File: src/rtl/wb_regbank.sv
// Writeback stage: selects the writeback value, commits it to the 16x32 register
// bank and the flags, forwards the last commit and counts retired instructions.
module wb_regbank #(
  parameter int unsigned NREGS = 16,
  parameter int unsigned DW    = 32
) (
  input  logic          CLK,
  input  logic          RESET,
  input  logic          ENABLE,
  input  logic [3:0]    in_WC,
  input  logic [DW-1:0] in_PC,
  input  logic [DW-1:0] in_PR,
  input  logic [DW-1:0] in_alu_res,
  input  logic [3:0]    in_flags,
  input  logic [1:0]    in_S_MXRB,
  input  logic          in_W_RB,
  input  logic [2:0]    in_W_RF,
  input  logic [3:0]    rd_addr_a,
  input  logic [3:0]    rd_addr_b,
  output logic [DW-1:0] rd_data_a,
  output logic [DW-1:0] rd_data_b,
  output logic [3:0]    out_flags,
  output logic          out_wb_valid,
  output logic [3:0]    out_wb_addr,
  output logic [DW-1:0] out_wb_data,
  output logic [31:0]   out_retired
);

  localparam int unsigned AW = 4;
  localparam int unsigned FW = 4;
  localparam int unsigned CW = 32;

  localparam logic [1:0] SRC_ALU = 2'b00;
  localparam logic [1:0] SRC_MEM = 2'b01;
  localparam logic [1:0] SRC_PC  = 2'b10;

  logic [DW-1:0] regs_q [NREGS];
  logic [DW-1:0] regs_d [NREGS];
  logic [FW-1:0] flags_q, flags_d;
  logic [CW-1:0] retired_q, retired_d;
  logic          wb_valid_q, wb_valid_d;
  logic [AW-1:0] wb_addr_q, wb_addr_d;
  logic [DW-1:0] wb_data_q, wb_data_d;

  logic [DW-1:0] wb_mux_c;
  logic          wr_fire_c;

  // Writeback source select; the reserved code kills the register write.
  always_comb begin
    wb_mux_c = in_alu_res;
    case (in_S_MXRB)
      SRC_ALU: wb_mux_c = in_alu_res;
      SRC_MEM: wb_mux_c = in_PR;
      SRC_PC:  wb_mux_c = in_PC;
      default: wb_mux_c = in_alu_res;
    endcase
  end

  // A write coincident with reset is lost, so it must not bypass either.
  assign wr_fire_c = ENABLE & in_W_RB & (in_S_MXRB != 2'b11) & ~RESET;

  always_comb begin
    for (int i = 0; i < int'(NREGS); i++) begin
      regs_d[i] = regs_q[i];
    end
    if (wr_fire_c) begin
      regs_d[in_WC] = wb_mux_c;
    end
  end

  // Flag groups: W_RF[2] -> {N,Z}, W_RF[1] -> C, W_RF[0] -> V.
  always_comb begin
    flags_d = flags_q;
    if (ENABLE) begin
      if (in_W_RF[2]) flags_d[3:2] = in_flags[3:2];
      if (in_W_RF[1]) flags_d[1]   = in_flags[1];
      if (in_W_RF[0]) flags_d[0]   = in_flags[0];
    end
  end

  always_comb begin
    retired_d  = ENABLE ? retired_q + CW'(1) : retired_q;
    wb_valid_d = wr_fire_c;
    wb_addr_d  = wr_fire_c ? in_WC    : wb_addr_q;
    wb_data_d  = wr_fire_c ? wb_mux_c : wb_data_q;
  end

  always_ff @(posedge CLK or posedge RESET) begin
    if (RESET) begin
      for (int i = 0; i < int'(NREGS); i++) begin
        regs_q[i] <= '0;
      end
      flags_q    <= '0;
      retired_q  <= '0;
      wb_valid_q <= 1'b0;
      wb_addr_q  <= '0;
      wb_data_q  <= '0;
    end else begin
      for (int i = 0; i < int'(NREGS); i++) begin
        regs_q[i] <= regs_d[i];
      end
      flags_q    <= flags_d;
      retired_q  <= retired_d;
      wb_valid_q <= wb_valid_d;
      wb_addr_q  <= wb_addr_d;
      wb_data_q  <= wb_data_d;
    end
  end

  // Read ports with same-cycle write bypass.
  assign rd_data_a = (wr_fire_c && (in_WC == rd_addr_a)) ? wb_mux_c : regs_q[rd_addr_a];
  assign rd_data_b = (wr_fire_c && (in_WC == rd_addr_b)) ? wb_mux_c : regs_q[rd_addr_b];

  assign out_flags    = flags_q;
  assign out_retired  = retired_q;
  assign out_wb_valid = wb_valid_q;
  assign out_wb_addr  = wb_addr_q;
  assign out_wb_data  = wb_data_q;

endmodule

File: config.mk
export PLATFORM = sky130hd
export DESIGN_NAME = wb_regbank
export DESIGN_NICKNAME = d
export VERILOG_FILES = /design/src/rtl/wb_regbank.sv
export SDC_FILE = /design/constraint.sdc
export NUM_CORES = 2
export LEC_CHECK = 0
export ABC_CLOCK_PERIOD_IN_PS = 28200
export CORE_MARGIN = 3
export CORE_UTILIZATION = 35
export CTS_CLUSTER_DIAMETER = 120
export DETAILED_ROUTE_END_ITERATION = 10
export DONT_BUFFER_PORTS = 1
export GPL_ROUTABILITY_DRIVEN = 0
export HOLD_SLACK_MARGIN = 0.02
export PLACE_DENSITY = 0.46
export SLEW_MARGIN = 20
export SYNTH_ARGS = -nofsm -noshare
export SYNTH_HDL_FRONTEND = slang
export SYNTH_SLANG_ARGS = --single-unit
File: constraint.sdc
create_clock -name CLK -period 28.2 [get_ports CLK]
set_input_delay 4.23 -clock CLK [delete_from_list [all_inputs] [get_ports CLK]]
set_output_delay 4.23 -clock CLK [all_outputs]
set_load 0.05 [all_outputs]
==> out/qor.txt <==
Largest net degree at the start of global routing - 130
CP Launch Type - input pin
1st-iter DRT viols - 1571
Clock tree sinks - 585
Maximum clock path buffer count - 3
H-tree Lvls - 3
Synthesized area per cell - 11.4 µm²
RSZ-0062 raised after global routing - false
Nets - 2690
Die X-Extent - 298 µm
CP max FO - 32
CP Class - in -> out
HPWL Detailed - 56300 µm
Core outline area - 84000 µm²
Worst-Skew Late Latency - 0.59 ns
Layout cells sized above 1 - 0.211
Post-cts hold buffer count - 0
Cells after synthesis - 2622
Synth Flop Type - dfrtp_1
Initial antenna violation count - 7
Measured slew at the worst slew-check pin - 1.17 ns
Pleak - 14.3 nW
PortBufs - 0
Status - complete, no violations
Final setup viols - 0
Cell taking the most area after synthesis - dfrtp_1
Maximum vdd ir drop - 0.0428 mV
Commonest non-fill, non-tap cell in the layout - dfrtp_1
Worst Hold Margin - 0.497 ns
Final setup TNS - 0 ns
Global Route Usage Sum - 0.218
Flops & latches, synth - 585
DRT antenna net count - 0
Pwr Total - 2.27 mW
Clk slew on worst S/H paths - 0.06 ns
Hold WC Path Type - reg -> reg
Final hold violation count - 0
IO Count - 258
Clk_skew - 0.00379 ns
Library cells used by synthesis - 37
Yosys top cell area share - 0.492
Worst Path Required - 23.97 ns
Crit. End Element - output pin
DRT Wirelength - 96500 µm
Vias in the first global route - 22200
Root Buffer - clkbuf_16
Post-CTS Resized - 0
Post-synthesis instance area - 29800 µm²
Vias per cell - 5.66
Post-CTS Setup Inserts - 0
Post-route DRC - 0
Power Dens Cells - 68.0 nW/µm²
EDFF count, synth - 0
Register area share after synthesis - 0.492
DR WL/cell - 25.7 µm
Synth Warn # - 0
Synth-to-Final Area Change - 12.4%
Syn Nets - 2747
Top cells by area, synth - dfrtp_1 49%, mux4_2 20%, nand2_1 7.2%
Final Critical Period - 11.77 ns
Starting Density - 0.355
Asr flop ratio synth - 1.00
FF-to-FF setup slack - 25.88 ns
CTS tree - built
TritonCTS Buffers - 72
Drt pass-1 iters - 6
Placed Area - 31100 µm²
Commonest cells after routing, fill and taps aside - 585 x dfrtp_1, 568 x nand2_1, 325 x o21ai_0, 258 x mux4_2, 219 x o21ai_1
Period Utilization, post-route - 0.417
First-pass GRT wire length - 146000 µm
Std-Cell Rows - 106
Max Clk Rate - 85.0 MHz
Worst Path Arrival - 7.54 ns
Post-route setup slack - 16.43 ns
Multi-input gate area - 14200 µm²
Die H - 298 µm
Max Cap Viol - 0
Place WS - 16.42 ns
Grt ovf - 0
Sequential Area - 14600 µm²
Max Slew Vio Count - 0
Final Instance Area - 33500 µm²
Die footprint - 88600 µm²
Vias - 21200
Rel. slew slack - 0.199
Fill cells - 8075
## report_power, final
group          switching [mW]  internal (mW)
Clock                   0.361          0.525
Sequential              0.125          0.926
Combinational           0.193          0.145
Total                   0.679           1.60
## cell families after synthesis
group | after synthesis | synth area share
XOR/XNOR | 39 | 0.0115
AO/OA/AOI/OAI | 732 | 0.146
multiplexers | 327 | 0.219
adder cells (fa/ha/maj) | 4 | 0.00168
flip-flops | 585 | 0.492
AND/OR/NAND/NOR | 677 | 0.0912
buffers and inverters | 258 | 0.0395
## per-layer routing
metal  part of all wire  track usage
met1               0.44        0.300
met2               0.46        0.344
met3              0.079       0.0549
met4              0.023       0.0593
met5            0.00050            0
## area by class of cell
class	count	area share
tap	1134	0.0424
inverter	6	0.000898
clock buffer	108	0.0630
sequential	585	0.438
timing repair buffer	121	0.0285
clock inverter	17	0.00396
antenna	3	0.000224
multi-input combinational	1779	0.423
## flip-flops by register name, indices dropped and copies added (netlist names)
signal	cells
regs_q	512
out_wb_data	32
out_wb_valid	1
out_wb_addr	4
out_retired	32
out_flags	4
## per-stage QoR
stage / util / std cells
2_1_floorplan: - / 2622
3_3_place_gp: 0.371 / 3623
3_5_place_dp: 0.371 / 3623
4_1_cts: 0.397 / 3748
5_1_grt: 0.398 / 3751
6_report: 0.399 / 3753
## worst paths after layout
path | end | cells past startpoint | from
worst max-delay path | rd_data_b[28] | 7 | in_S_MXRB[0]
worst min-delay path | regs_q[146] | 2 | regs_q[146]
worst max register to register | out_retired[28] | 4 | out_retired[2]
worst min register to register | regs_q[146] | 2 | regs_q[146]
max in group asynchronous | regs_q[309] | 3 | RESET
min in group asynchronous | out_flags[0] | 1 | RESET
## Yosys cell counts, drive strengths merged, types with 32 or more instances
cell / number
dfrtp: 585
nand2: 570
o21ai: 544
mux4: 258
clkbuf: 174
buf: 78
mux2i: 64
a221oi: 62
a22o: 62
nor2: 39
a21oi: 32
a22oi: 32
## worst max-delay path, stage by stage
cell,delay (ns)
ha_1,0.17
nor2_1,0.20
nand3_4,0.45
inv_2,0.61
nand2_2,0.41
buf_4,0.44
mux2i_1,0.96
(Power assumes the default switching activity.)
